File: src/rtl/line_sprite_scheduler_pkg.sv
// Shared constants, sprite codes and slot bundle
// for the per-line sprite scheduler.
package line_sprite_scheduler_pkg;

  localparam int NUM_SPRITES  = 8;
  localparam int SLOTS        = 4;
  localparam int SPR_H        = 16;
  localparam int IDX_W        = $clog2(NUM_SPRITES);
  localparam int ROW_W        = $clog2(SPR_H);
  localparam int CNT_W        = $clog2(SLOTS + 1);
  localparam int SLOT_W       = $clog2(SLOTS);
  localparam int SPR_H_SCALED = SPR_H;
  localparam int SCHED_SLOTS  = SLOTS;
  localparam int RES_V        = 480;

  typedef enum logic [2:0] {
    SPR_PLAYER = 3'd0,
    SPR_INV_A  = 3'd1,
    SPR_INV_B  = 3'd2,
    SPR_INV_C  = 3'd3,
    SPR_SHOT_P = 3'd4,
    SPR_SHOT_I = 3'd5,
    SPR_UFO    = 3'd6,
    SPR_BOOM   = 3'd7
  } spr_type_e;

  typedef struct packed {
    logic [9:0]       x;
    logic [2:0]       typ;
    logic [ROW_W-1:0] row;
  } slot_t;

endpackage

File: src/rtl/line_sprite_scheduler_match.sv
// Vertical intersection test of one table entry
// against the line being scheduled.
module sprite_row_match
  import line_sprite_scheduler_pkg::*;
(
  input  logic [9:0]       y_l_i,
  input  logic [9:0]       tbl_y_i,
  input  logic             tbl_active_i,
  output logic             hit_o,
  output logic [ROW_W-1:0] row_o
);

  logic [10:0] diff;

  // 11-bit compare with y_l >= tbl_y so lines never wrap
  assign diff  = {1'b0, y_l_i} - {1'b0, tbl_y_i};
  assign hit_o = tbl_active_i
              && (y_l_i >= tbl_y_i)
              && (diff < 11'(SPR_H));
  assign row_o = diff[ROW_W-1:0];

endmodule

File: src/rtl/line_sprite_scheduler.sv
// Hblank sprite table walk; double-buffered
// slot list for the draw datapath.
module line_sprite_scheduler
  import line_sprite_scheduler_pkg::*;
(
  input  logic                   clk,
  input  logic                   rst_n,
  input  logic                   line_start,
  input  logic [9:0]             next_y,
  output logic                   tbl_rd,
  output logic [IDX_W-1:0]       tbl_idx,
  input  logic                   tbl_active,
  input  logic [9:0]             tbl_x,
  input  logic [9:0]             tbl_y,
  input  logic [2:0]             tbl_type,
  output logic [SLOTS*10-1:0]    slot_x,
  output logic [SLOTS*3-1:0]     slot_type,
  output logic [SLOTS*ROW_W-1:0] slot_row,
  output logic [SLOTS-1:0]       slot_valid,
  output logic                   overflow,
  output logic                   busy,
  output logic                   done
);

  typedef enum logic [1:0] {
    S_IDLE,
    S_READ,
    S_EVAL,
    S_COMMIT
  } state_t;

  state_t state_q, state_d;
  logic [IDX_W-1:0] idx_q, idx_d;
  logic [CNT_W-1:0] cnt_q, cnt_d;
  logic             ovf_q, ovf_d;
  logic [9:0]       y_q, y_d;
  slot_t [SLOTS-1:0] sh_q, sh_d;

  logic [SLOTS*10-1:0]    sx_q, sx_d;
  logic [SLOTS*3-1:0]     st_q, st_d;
  logic [SLOTS*ROW_W-1:0] sr_q, sr_d;
  logic [SLOTS-1:0]       sv_q, sv_d;
  logic                   so_q, so_d;

  logic             hit;
  logic [ROW_W-1:0] row;

  sprite_row_match u_match (
    .y_l_i        (y_q),
    .tbl_y_i      (tbl_y),
    .tbl_active_i (tbl_active),
    .hit_o        (hit),
    .row_o        (row)
  );

  always_comb begin
    state_d = state_q;
    idx_d   = idx_q;
    cnt_d   = cnt_q;
    ovf_d   = ovf_q;
    y_d     = y_q;
    sh_d    = sh_q;
    sx_d    = sx_q;
    st_d    = st_q;
    sr_d    = sr_q;
    sv_d    = sv_q;
    so_d    = so_q;
    unique case (state_q)
      S_IDLE: begin
        if (line_start) begin
          y_d     = next_y;
          sh_d    = '0;
          cnt_d   = '0;
          idx_d   = '0;
          ovf_d   = 1'b0;
          state_d = S_READ;
        end
      end
      S_READ: state_d = S_EVAL;
      S_EVAL: begin
        if (hit) begin
          if (cnt_q < CNT_W'(SLOTS)) begin
            sh_d[cnt_q[SLOT_W-1:0]] = '{
              x:   tbl_x,
              typ: tbl_type,
              row: row
            };
            cnt_d = cnt_q + 1'b1;
          end else begin
            ovf_d = 1'b1;
          end
        end
        if (idx_q == IDX_W'(NUM_SPRITES - 1)) begin
          state_d = S_COMMIT;
        end else begin
          idx_d   = idx_q + 1'b1;
          state_d = S_READ;
        end
      end
      S_COMMIT: begin
        for (int k = 0; k < SLOTS; k++) begin
          sx_d[k*10 +: 10]       = sh_q[k].x;
          st_d[k*3 +: 3]         = sh_q[k].typ;
          sr_d[k*ROW_W +: ROW_W] = sh_q[k].row;
        end
        sv_d    = SLOTS'((1 << cnt_q) - 1);
        so_d    = ovf_q;
        state_d = S_IDLE;
      end
      default: state_d = S_IDLE;
    endcase
  end

  always_ff @(posedge clk or negedge rst_n) begin
    if (!rst_n) begin
      state_q <= S_IDLE;
      idx_q   <= '0;
      cnt_q   <= '0;
      ovf_q   <= 1'b0;
      y_q     <= '0;
      sh_q    <= '0;
      sx_q    <= '0;
      st_q    <= '0;
      sr_q    <= '0;
      sv_q    <= '0;
      so_q    <= 1'b0;
    end else begin
      state_q <= state_d;
      idx_q   <= idx_d;
      cnt_q   <= cnt_d;
      ovf_q   <= ovf_d;
      y_q     <= y_d;
      sh_q    <= sh_d;
      sx_q    <= sx_d;
      st_q    <= st_d;
      sr_q    <= sr_d;
      sv_q    <= sv_d;
      so_q    <= so_d;
    end
  end

  assign tbl_rd     = (state_q == S_READ);
  assign tbl_idx    = idx_q;
  assign busy       = (state_q != S_IDLE);
  assign done       = (state_q == S_COMMIT);
  assign slot_x     = sx_q;
  assign slot_type  = st_q;
  assign slot_row   = sr_q;
  assign slot_valid = sv_q;
  assign overflow   = so_q;

endmodule

File: config.mk
export PLATFORM = sky130hd
export DESIGN_NAME = line_sprite_scheduler
export DESIGN_NICKNAME = d
export VERILOG_FILES = /design/src/rtl/line_sprite_scheduler_pkg.sv /design/src/rtl/line_sprite_scheduler_match.sv /design/src/rtl/line_sprite_scheduler.sv
export SDC_FILE = /design/constraint.sdc
export NUM_CORES = 1
export LEC_CHECK = 0
export ABC_CLOCK_PERIOD_IN_PS = 5400
export CORE_MARGIN = 4
export CORE_UTILIZATION = 30
export CTS_BUF_LIST = sky130_fd_sc_hd__clkbuf_8
export DETAILED_ROUTE_END_ITERATION = 16
export SYNTH_ARGS = -nofsm -noshare
export SYNTH_HDL_FRONTEND = slang
export SYNTH_SLANG_ARGS = --single-unit
File: constraint.sdc
create_clock -name clk -period 5.4 [get_ports clk]
set_clock_uncertainty 0.15 [all_clocks]
set_input_delay 1.62 -clock clk [delete_from_list [all_inputs] [get_ports clk]]
set_output_delay 1.62 -clock clk [all_outputs]
set_load 0.03 [all_outputs]
==> results of run 1 <==
through the flow:
stage | total power, mW | util [%] | setup slack, ns | hold slack (ns) | instances
finish | 3.28 | 38.7 | 0.858 | 0.338 | 1053
global placement | 2.28 | 36.7 | 0.416 | 0.314 | 1021
detailed placement | 2.28 | 36.7 | 0.373 | 0.325 | 1021
CTS | 3.33 | 38.7 | 0.880 | 0.346 | 1053
floorplan | 1.98 | - | 1.18 | 0.329 | 618
global route | 3.47 | 38.7 | 0.636 | 0.364 | 1053
cell usage in the layout (no fill, tap or decap), types with 2 or more instances in the layout:
master	n
nor2_1	9
mux2_2	80
nand3_1	3
nand2b_1	3
nand4_1	58
inv_1	22
bufinv_16	5
a21o_1	2
clkbuf_8	19
o211ai_1	3
dfrtp_1	160
nand2_1	88
and3_1	4
or3_1	2
xnor2_1	5
a22o_1	2
inv_6	2
clkinvlp_4	3
nor3_1	4
a31oi_1	2
mux2i_1	12
o21ai_2	20
clkdlybuf4s50_1	114
nor2b_1	4
a21oi_1	9
o21ai_0	44
buf_4	15
ha_1	18
sequential cells by signal (all words and copies together) (netlist names):
| name | cells |
|---|---|
| ovf_q | 1 |
| overflow | 1 |
| y_q | 10 |
| slot_row | 16 |
| tbl_idx | 3 |
| slot_x | 40 |
| slot_type | 12 |
| sh_q | 68 |
| state_q | 2 |
| cnt_q | 3 |
| slot_valid | 4 |
synthesized netlist by cell type, drive strengths merged (3+ instances only):
library cell	instances	area share [%]
dfrtp	160	56
clkbuf	25	1.3
mux2	80	13
mux2i	12	1.7
nand4	58	5.1
and3	4	0.35
nor3	4	0.28
xnor2	5	0.61
nand2	89	4.7
inv	21	1.1
nand2b	3	0.26
nor2b	4	0.35
nor2	10	0.53
o21ai	64	5.6
ha	18	3.2
nand3	3	0.21
a21oi	9	0.63
o211ai	3	0.32
buf	22	2.0
layout make-up:
class	count	share of cell area (%)
timing repair buffer	131	14.2
tap	319	4.41
clock buffer	19	2.89
multi-input combinational	390	31.1
inverter	21	0.871
sequential	160	44.2
clock inverter	13	2.29
power groups by stage:
| stage | Combinational [mW] | Clock [mW] | Sequential (mW) |
|---|---|---|---|
| after CTS | 0.950 | 1.06 | 1.31 |
| final | 0.932 | 1.03 | 1.31 |
| after detailed placement | 0.946 | 0 | 1.34 |
| after floorplan | 0.610 | 0 | 1.37 |
| after global placement | 0.945 | 0 | 1.34 |
| after global routing | 1.04 | 1.11 | 1.32 |
cells by family after synthesis:
group	synth area share (%)
xor gates and xnor gates	0.738
and+or+nand+nor	12.5
AOI/OAI and AO/OA	8.35
adders and majority gates	3.44
muxes	14.3
DFF	56.2
buffers and inverters	4.46
worst max path at each step:
stage,from,to,slack [ns],depth (start not counted)
global placement,tbl_y[6],sh_q[2],0.42,10
detailed placement,tbl_y[6],sh_q[3],0.37,10
floorplan,tbl_y[6],sh_q[22],1.18,12
CTS,tbl_y[6],sh_q[3],0.88,10
global route,tbl_y[5],sh_q[2],0.64,11
finish,tbl_y[6],sh_q[3],0.86,10
routing by layer:
metal | vias to the layer above | wire [µm]
li1 | 2390 | -
met1 | 2494 | 8190
met2 | 140 | 8250
met3 | 23 | 961
met4 | 4 | 225
met5 | - | 26
worst reg2reg max path: stages (launching register included):
cell and delay (ns):
dfrtp_1 0.38, inv_1 0.06, ha_1 0.14, inv_1 0.05, fa_1 0.41, a21oi_1 0.17
or3_1 0.12, o211ai_1 0.08, a2111o_1 0.48, nor4_4 0.47, and3_1 0.22, buf_4 0.27
mux2i_1 0.22
==> qor.csv, run 1 <==
metric,value,unit
hold_path_class,flop to flop,
grt_util_met1,19.3,%
clk_pin_slew_worst_paths,0.09,ns
diodes,0,
setup_viol,0,
worst-path-buf-inv,3,
crit_arrival,4.76,ns
vdd_drop_max,0.000193,V
cp_top_family,simple AND/OR/NAND/NOR gates,
first_pass_iters,4,
syn_avg_cell_area,11.5,µm²
grt_util_met3,3.48,%
postPlaceCellArea,8590,µm²
crit_chain,clkdlybuf4s50_1 > inv_1 > ha_1 > nor2b_1 > or4_1 > a2111o_1 > nor4_4 > and3_1 > buf_4 > mux2i_1,
slew-limit-headroom,36.3,%
nets,777,
synth_edf_count,0,
core_area,23400,µm²
cts_hold_buf,0,
clk_latency,0.45,ns
maxCapViolCount,0,
postCtsSetupBuffers,0,
drtAntennaViolNets,0,
antenna_found_initial,2,
worst_pin_slew,0.952,ns
drtIter0Drc,389,
seq_power_share,40.1,%
drv_slew,0,
reg2reg_slack,2.10,ns
gp_congestion,0.764,
reg2reg_from,y_q[0],
cts_sinks,160,
max_freq,0.220,GHz
yosysSeqAreaShare,56.2,%
cpMaxStageDelayCell,or4_1,
crit_type,input port to flop,
ys_ff_latch,160,
num_vias,5051,
cts_repair_resize_count,0,
fp.dieW,162,µm
r2r_cells,12,
rows,56,
ioPinCount,116,
synthesis.nets,674,
clk_path_buf_depth,2,
fill_cells,2348,
area_growth,27.1,%
critPathMaxStageDelay,0.47,ns
viasPerCell,4.80,
outcome,"finished, final reports clean",
synth_area,7120,µm²
clkPwrFrac,31.5,%
grt_pass1_wl,29000,µm
drc,0,
r2r_end,sh_q[3],
synthFlopType,dfrtp_1,
ys_async_sr_fraction,100,%
seq_area,4000,µm²
fin_area,9050,µm²
cts_tree,built,
cts_made_buffers,17,
fp.dieArea,26300,µm²
power.share.combinational,28.4,%
rsz0062_at_grt,false,
multi_input_area,2820,µm²
critPathLaunchType,input port,
start_util,30.4,%
cts_root_buffer,clkbuf_8,
power.internal,2.19,mW
grt_use_total,14.0,%
yosys_warnings,0,
period_needed,4.54,ns
synth_cell_types,44,
io_buffers,115,
hp-start,slot_valid[1],
die_h,162,µm
cp.required,5.62,ns
grt-busiest-layer,met2,
hold_viol,0,
end_kind,flop,
p_sw,1.09,mW
dp.final_hpwl,12000,µm
routed_wl,17600,µm
grt_pass1_vias,5178,
period_share,84.1,%
p_sw_share,33.2,%
hold_end,slot_valid[1],
grt_use_met2,22.0,%
synthCells,618,
cp_max_fo,17,
drive_above_1_share,20.7,%
overflow,0,
wire_per_inst,16.8,µm
setup-tns-final,0,ns
grt_max_degree,95,
p_leak,4.05,nW
power.density,362,nW/µm²
hold_path_depth,2,
h-tree-depth,4,
Power figures use the tool's default switching activity.
==> inputs of run 2 (changes only) <==
--- a/config.mk
+++ b/config.mk
@@ -5,7 +5,7 @@
 export SDC_FILE = /design/constraint.sdc
 export NUM_CORES = 1
 export LEC_CHECK = 0
-export ABC_CLOCK_PERIOD_IN_PS = 5400
+export ABC_CLOCK_PERIOD_IN_PS = 4000
 export CORE_MARGIN = 4
 export CORE_UTILIZATION = 30
 export CTS_BUF_LIST = sky130_fd_sc_hd__clkbuf_8
==> constraint.sdc (replaced) <==
create_clock -name clk -period 4 [get_ports clk]
set_clock_uncertainty 0.15 [all_clocks]
set_input_delay 1.2 -clock clk [delete_from_list [all_inputs] [get_ports clk]]
set_output_delay 1.2 -clock clk [all_outputs]
set_load 0.03 [all_outputs]
==> run 2 against run 1 <==
Power up 34%. Register-to-register slack lost 1.1 ns. Highest routed layer unchanged. Critical endpoint is now sh_q[27]. Combinational power is 52% higher. Utilization grew 0.82 points. Sequential share of layout area is 0.92 points lower.
==> qor.csv, run 2 (same netlist as run 1, synthesis figures left out) <==
metric,value,unit,change
reg2reg_slack,0.97,ns,was 2.10 ns
drv_slew,0,,unchanged
clk_path_buf_depth,2,,unchanged
maxCapViolCount,0,,unchanged
outcome,"finished, final reports clean",,unchanged
largest-register,sh_q,,unchanged
cts_tree,built,,unchanged
drc,0,,unchanged
r2r_end,sh_q[27],,was sh_q[3]
rows,56,,unchanged
most-common-layout-cells,"dfrtp_1, clkdlybuf4s50_1, nand2_1",,unchanged
routed_wl,17900,µm,was 17600 µm
gp_congestion,0.788,,was 0.764
core_area,23400,µm²,unchanged
slew-limit-headroom,49.0,%,was 36.3%
fill_cells,2304,,was 2348
antenna_found_initial,1,,was 2
setup.worst_path.end,sh_q[27],,was sh_q[3]
crit_chain,clkdlybuf4s50_1 > ha_1 > inv_1 > fa_1 > a21oi_1 > or3_1 > o211ai_1 > a2111o_1 > nor4_4 > buf_12 > and3_1 > buf_4 > o21ai_2,,was clkdlybuf4s50_1 > inv_1 > ha_1 > nor2b_1 > or4_1 > a2111o_1 > nor4_4 > and3_1 > buf_4 > mux2i_1
grt_use_total,13.8,%,was 14.0%
viasPerCell,4.75,,was 4.80
crit_type,input port to flop,,unchanged
critPathLaunch,tbl_y[0],,was tbl_y[6]
dp.final_hpwl,12700,µm,was 12000 µm
die_h,162,µm,unchanged
drtIter0Drc,339,,was 389
critPathLaunchType,input port,,unchanged
total_power,4.38,mW,was 3.28 mW
r2r_cells,13,,was 12
critPathMaxStageDelay,0.47,ns,about the same
setup_viol,0,,unchanged
rsz0062_at_grt,false,,unchanged
worst-path-buf-inv,4,,was 3
reg2reg_from,y_q[0],,unchanged
cts_root_buffer,clkbuf_8,,unchanged
cts_made_buffers,17,,unchanged
final_util,39.5,%,was 38.7%
hold_viol,0,,unchanged
grt_pass1_wl,28300,µm,was 29000 µm
cts_hold_buf,0,,unchanged
path_depth,13,,was 10
worst_pin_slew,0.765,ns,was 0.952 ns
start_util,30.4,%,unchanged
seq_area,4000,µm²,unchanged
fp.dieArea,26300,µm²,unchanged
max_freq,0.261,GHz,
grt_max_degree,79,,was 95
mostFrequentLayoutCell,dfrtp_1,,unchanged
end_kind,flop,,unchanged
cts_sinks,160,,unchanged
overflow,0,,unchanged
cp.required,4.19,ns,was 5.62 ns
power.density,474,nW/µm²,was 362 nW/µm²
h-tree-depth,4,,unchanged
wire_per_inst,16.6,µm,was 16.8 µm
crit_arrival,4.02,ns,was 4.76 ns
clk_pin_slew_worst_paths,0.08,ns,was 0.09 ns
grt_pass1_vias,5100,,was 5178
num_vias,5125,,was 5051
largest_reg_flops,68,,unchanged
multi_input_area,2840,µm²,was 2820 µm²
first_pass_iters,4,,unchanged
drive_above_1_share,23.7,%,was 20.7%
cp_max_fo,10,,was 17
vdd_drop_max,0.000269,V,was 0.000193 V
fp.dieW,162,µm,unchanged
cpMaxStageDelayCell,clkdlybuf4s50_1,,was or4_1
hold_path_class,flop to flop,,unchanged
clk_latency,0.45,ns,about the same
drtAntennaViolNets,0,,unchanged
io_buffers,115,,unchanged
period_share,95.9,%,
cp_top_family,buffers and inverters,,was simple AND/OR/NAND/NOR gates
area_growth,29.8,%,was 27.1%
ioPinCount,116,,unchanged
nets,804,,was 777
p_leak,4.18,nW,was 4.05 nW
period_needed,3.84,ns,
run 2: cell types whose count changed in the layout (fill, tap and decap cells not counted), sizes merged:
cell	before	now
buf	17	44
bufinv	5	2
clkbuf	19	21
clkinv	2	4
clkdlybuf4s50	114	113
clkinvlp	3	2
diode	0	1
run 2: timing repair:
item / in CTS / in global routing
gates resized for setup: 0 / 4
endpoints found under the setup margin: 0 / 3
buffers inserted: 0 / 3
run 2: layer usage:
| layer | vias up | GRT usage (%) | share of wire [%] |
|---|---|---|---|
| met5 | - | 0 | 0.067 |
| met4 | 2 | 3.34 | 0.75 |
| met3 | 12 | 4.19 | 6.6 |
| met2 | 125 | 21.9 | 47 |
| met1 | 2536 | 18.5 | 45 |
| li1 | 2450 | - | - |
run 2: worst reg2reg max path: stages, from the launching register on:
cell and delay [ns]:
dfrtp_1 0.38, inv_1 0.06, ha_1 0.14, inv_1 0.05, fa_1 0.40, a21oi_1 0.18, or3_1 0.12, o211ai_1 0.08
a2111o_1 0.46, nor4_4 0.22, buf_12 0.16, and3_1 0.20, buf_4 0.24, o21ai_2 0.09
run 2: metrics by stage:
step | instances | TNS [ns] | cell area [µm²] | setup WS (ns) | hold slack [ns]
2_1_floorplan | 618 | 0 | 7120 | 0.204 | 0.329
3_5_place_dp | 1044 | -24.22 | 8780 | -0.403 | 0.320
5_1_grt | 1079 | 0 | 9240 | 0.0408 | 0.366
4_1_cts | 1075 | 0 | 9170 | 0.0800 | 0.340
3_3_place_gp | 1044 | -23.39 | 8780 | -0.369 | 0.314
6_report | 1080 | 0 | 9250 | 0.163 | 0.333
run 2: layout make-up:
class                   instances  area share (%)
flip-flops and latches        160            43.3
multi-input cells             390            30.7
well taps                     319            4.32
diodes                          1          0.0271
inverters                      21           0.853
clock buffers                  20            2.98
repair buffers                158            16.6
clock inverters                11            1.24
run 2: worst min path at each step:
| stage | start | to | slack [ns] | depth (start not counted) |
|---|---|---|---|---|
| after floorplan | sh_q[0] | slot_row[0] | 0.33 | 1 |
| after global placement | slot_valid[2] | slot_valid[2] | 0.31 | 2 |
| after detailed placement | slot_valid[3] | slot_valid[3] | 0.32 | 2 |
| after CTS | slot_valid[3] | slot_valid[3] | 0.34 | 2 |
| after global routing | slot_valid[3] | slot_valid[3] | 0.37 | 2 |
| final | slot_valid[3] | slot_valid[3] | 0.33 | 2 |
run 2: report_power, final:
part | switching (mW) | internal, mW | total [mW]
clock network | 0.597 | 0.596 | 1.19
logic | 0.836 | 0.581 | 1.42
registers | 0.0604 | 1.71 | 1.77
total | 1.49 | 2.89 | 4.38
==> inputs of run 3 (changes only) <==
--- a/config.mk
+++ b/config.mk
@@ -10,6 +10,7 @@
 export CORE_UTILIZATION = 30
 export CTS_BUF_LIST = sky130_fd_sc_hd__clkbuf_8
 export DETAILED_ROUTE_END_ITERATION = 16
+export DONT_BUFFER_PORTS = 1
 export SYNTH_ARGS = -nofsm -noshare
 export SYNTH_HDL_FRONTEND = slang
 export SYNTH_SLANG_ARGS = --single-unit
==> run 3 against run 2 <==
Sequential cell count unchanged. Die area stayed put. Final area decreased by 14%. Clock power increased by 19%. Critical path depth is 1 lower. Wire length is 4.6% lower. Sequential power is 4% higher. Highest routed layer is now met4. Final cell count fell by 13%. Largest cell class unchanged. Global-route usage decreased by 0.42 points. First-iteration DRC count increased by 16%. Register-to-register slack worse by 0.15 ns.
==> qor.csv, run 3 (same netlist as run 1, synthesis figures left out) <==
metric,value,unit,change
gp_congestion,0.783,,was 0.788
fp.dieArea,26300,µm²,unchanged
overflow,0,,unchanged
outcome,"finished, final reports clean",,unchanged
period_share,87.4,%,was 95.9%
vdd_drop_max,0.000304,V,was 0.000269 V
fp.dieW,162,µm,unchanged
hold_viol,0,,unchanged
worst_pin_slew,0.804,ns,was 0.765 ns
hold_path_class,input port to async pin,,was flop to flop
h-tree-depth,4,,unchanged
cts_hold_buf,0,,unchanged
clk_pin_slew_worst_paths,0.08,ns,about the same
mostFrequentLayoutCell,dfrtp_1,,unchanged
postCtsSetupBuffers,0,,unchanged
cts_repair_resize_count,0,,unchanged
p_leak,3.67,nW,was 4.18 nW
period_needed,3.50,ns,was 3.84 ns
io_buffers,0,,was 115
drtAntennaViolNets,0,,unchanged
area_growth,11.6,%,was 29.8%
drc,0,,unchanged
cp.required,4.22,ns,was 4.19 ns
dp.final_hpwl,11800,µm,was 12700 µm
crit_chain,ha_1 > inv_1 > fa_1 > a21oi_1 > or3_1 > o211ai_1 > a2111o_1 > nor4_4 > buf_4 > and3_1 > buf_12 > mux2i_1,,was clkdlybuf4s50_1 > ha_1 > inv_1 > fa_1 > a21oi_1 > or3_1 > o211ai_1 > a2111o_1 > nor4_4 > buf_12 > and3_1 > buf_4 > o21ai_2
rows,56,,unchanged
worst-path-buf-inv,3,,was 4
power.share.combinational,24.3,%,was 32.3%
clkPwrFrac,32.9,%,was 27.2%
largest-register,sh_q,,unchanged
cts_root_buffer,clkbuf_8,,unchanged
most-common-layout-cells,"dfrtp_1, nand2_1, mux2_2",,"was dfrtp_1, clkdlybuf4s50_1, nand2_1"
cts_sinks,160,,unchanged
cpMaxStageDelayCell,a2111o_1,,was clkdlybuf4s50_1
nets,665,,was 804
die_h,162,µm,unchanged
grt_max_degree,161,,was 79
p_sw_share,32.7,%,was 34.1%
power.internal,2.90,mW,was 2.89 mW
end_kind,flop,,unchanged
seq_power_share,42.8,%,was 40.4%
crit_type,input port to flop,,unchanged
antenna_found_initial,0,,was 1
ioPinCount,116,,unchanged
p_sw,1.41,mW,was 1.49 mW
first_pass_iters,5,,was 4
setup-tns-final,0,ns,unchanged
drtIter0Drc,393,,was 339
maxCapViolCount,0,,unchanged
viasPerCell,4.94,,was 4.75
cts_tree,built,,unchanged
critPathLaunchType,input port,,unchanged
critPathMaxStageDelay,0.47,ns,about the same
diodes,0,,was 1
largest_reg_flops,68,,unchanged
clk_path_buf_depth,2,,unchanged
wire_per_inst,18.2,µm,was 16.6 µm
cp_max_fo,17,,was 10
clk_latency,0.44,ns,was 0.45 ns
start_util,30.4,%,unchanged
cts_made_buffers,17,,unchanged
power.density,542,nW/µm²,was 474 nW/µm²
cp_top_family,compound AO/OA/AOI/OAI gates,,was buffers and inverters
drive_above_1_share,24.8,%,was 23.7%
core_area,23400,µm²,unchanged
max_freq,0.286,GHz,was 0.261 GHz
holdWs,0.291,ns,was 0.333 ns
crit_arrival,3.72,ns,was 4.02 ns
setup_viol,0,,unchanged
routed_wl,17100,µm,was 17900 µm
grt_use_total,13.3,%,was 13.8%
grt_pass1_vias,4596,,was 5100
rsz0062_at_grt,false,,unchanged
slew-limit-headroom,46.2,%,was 49.0%
grt_pass1_wl,27300,µm,was 28300 µm
num_vias,4646,,was 5125
drv_slew,0,,unchanged
[run 3: cell types whose count changed in the layout (fill, tap and decap cells not counted), moves of 2 or more]
cell	before	now
buf_4	39	17
buf_6	2	0
bufinv_16	2	6
clkbuf_8	20	17
clkdlybuf4s50_1	113	0
clkinv_2	3	0
[run 3: worst paths after layout]
kind	start	end	slack (ns)	cells past startpoint
min reg2reg	sh_q[16]	slot_x[9]	0.36	1
min	rst_n	slot_x[22]	0.29	0
min in group clk	sh_q[16]	slot_x[9]	0.36	1
max reg2reg	y_q[0]	sh_q[17]	0.82	13
max in group asynchronous	rst_n	slot_row[2]	3.22	0
max	tbl_y[0]	sh_q[17]	0.50	12
[run 3: layout make-up]
type / count / area, µm²
flip-flops and latches: 160 / 4000
well taps: 319 / 399
inverters: 21 / 78.8
repair buffers: 19 / 168
clock buffers: 17 / 234
multi-input cells: 390 / 2820
clock inverters: 15 / 241
fillers: 2368 / 15500
[run 3: power by group through the flow]
stage / logic [mW] / clock network [mW] / registers (mW)
floorplan: 0.823 / 0 / 1.85
global placement: 1.05 / 0 / 1.88
detailed placement: 1.05 / 0 / 1.88
CTS: 1.06 / 1.46 / 1.85
global route: 1.16 / 1.53 / 1.86
finish: 1.05 / 1.42 / 1.84
[run 3: worst reg2reg max path, cell delays in order (launching register included)]
cell and delay [ns]:
dfrtp_1 0.38, inv_1 0.05, ha_1 0.14, inv_1 0.05, fa_1 0.41, a21oi_1 0.20
or3_1 0.13, o211ai_1 0.09, a2111o_1 0.47, nor4_4 0.21, buf_4 0.23, and3_1 0.22
buf_12 0.18, mux2i_1 0.18
[run 3: through the flow]
step / instance area, µm² / std cells / util (%) / total power [mW] / setup slack (ns)
after global placement: 7470 / 909 / 31.9 / 2.93 / 0.102
after floorplan: 7120 / 618 / - / 2.67 / 0.204
final: 7950 / 941 / 34.0 / 4.31 / 0.503
after CTS: 7950 / 941 / 34.0 / 4.36 / 0.548
after global routing: 7950 / 941 / 34.0 / 4.55 / 0.357
after detailed placement: 7470 / 909 / 31.9 / 2.93 / 0.0489
[run 3: metal layers]
layer,track usage (%),routed length [µm]
met3,6.24,1690
met1,17.2,7240
met5,0,0
met2,20.5,8020
met4,3.27,141
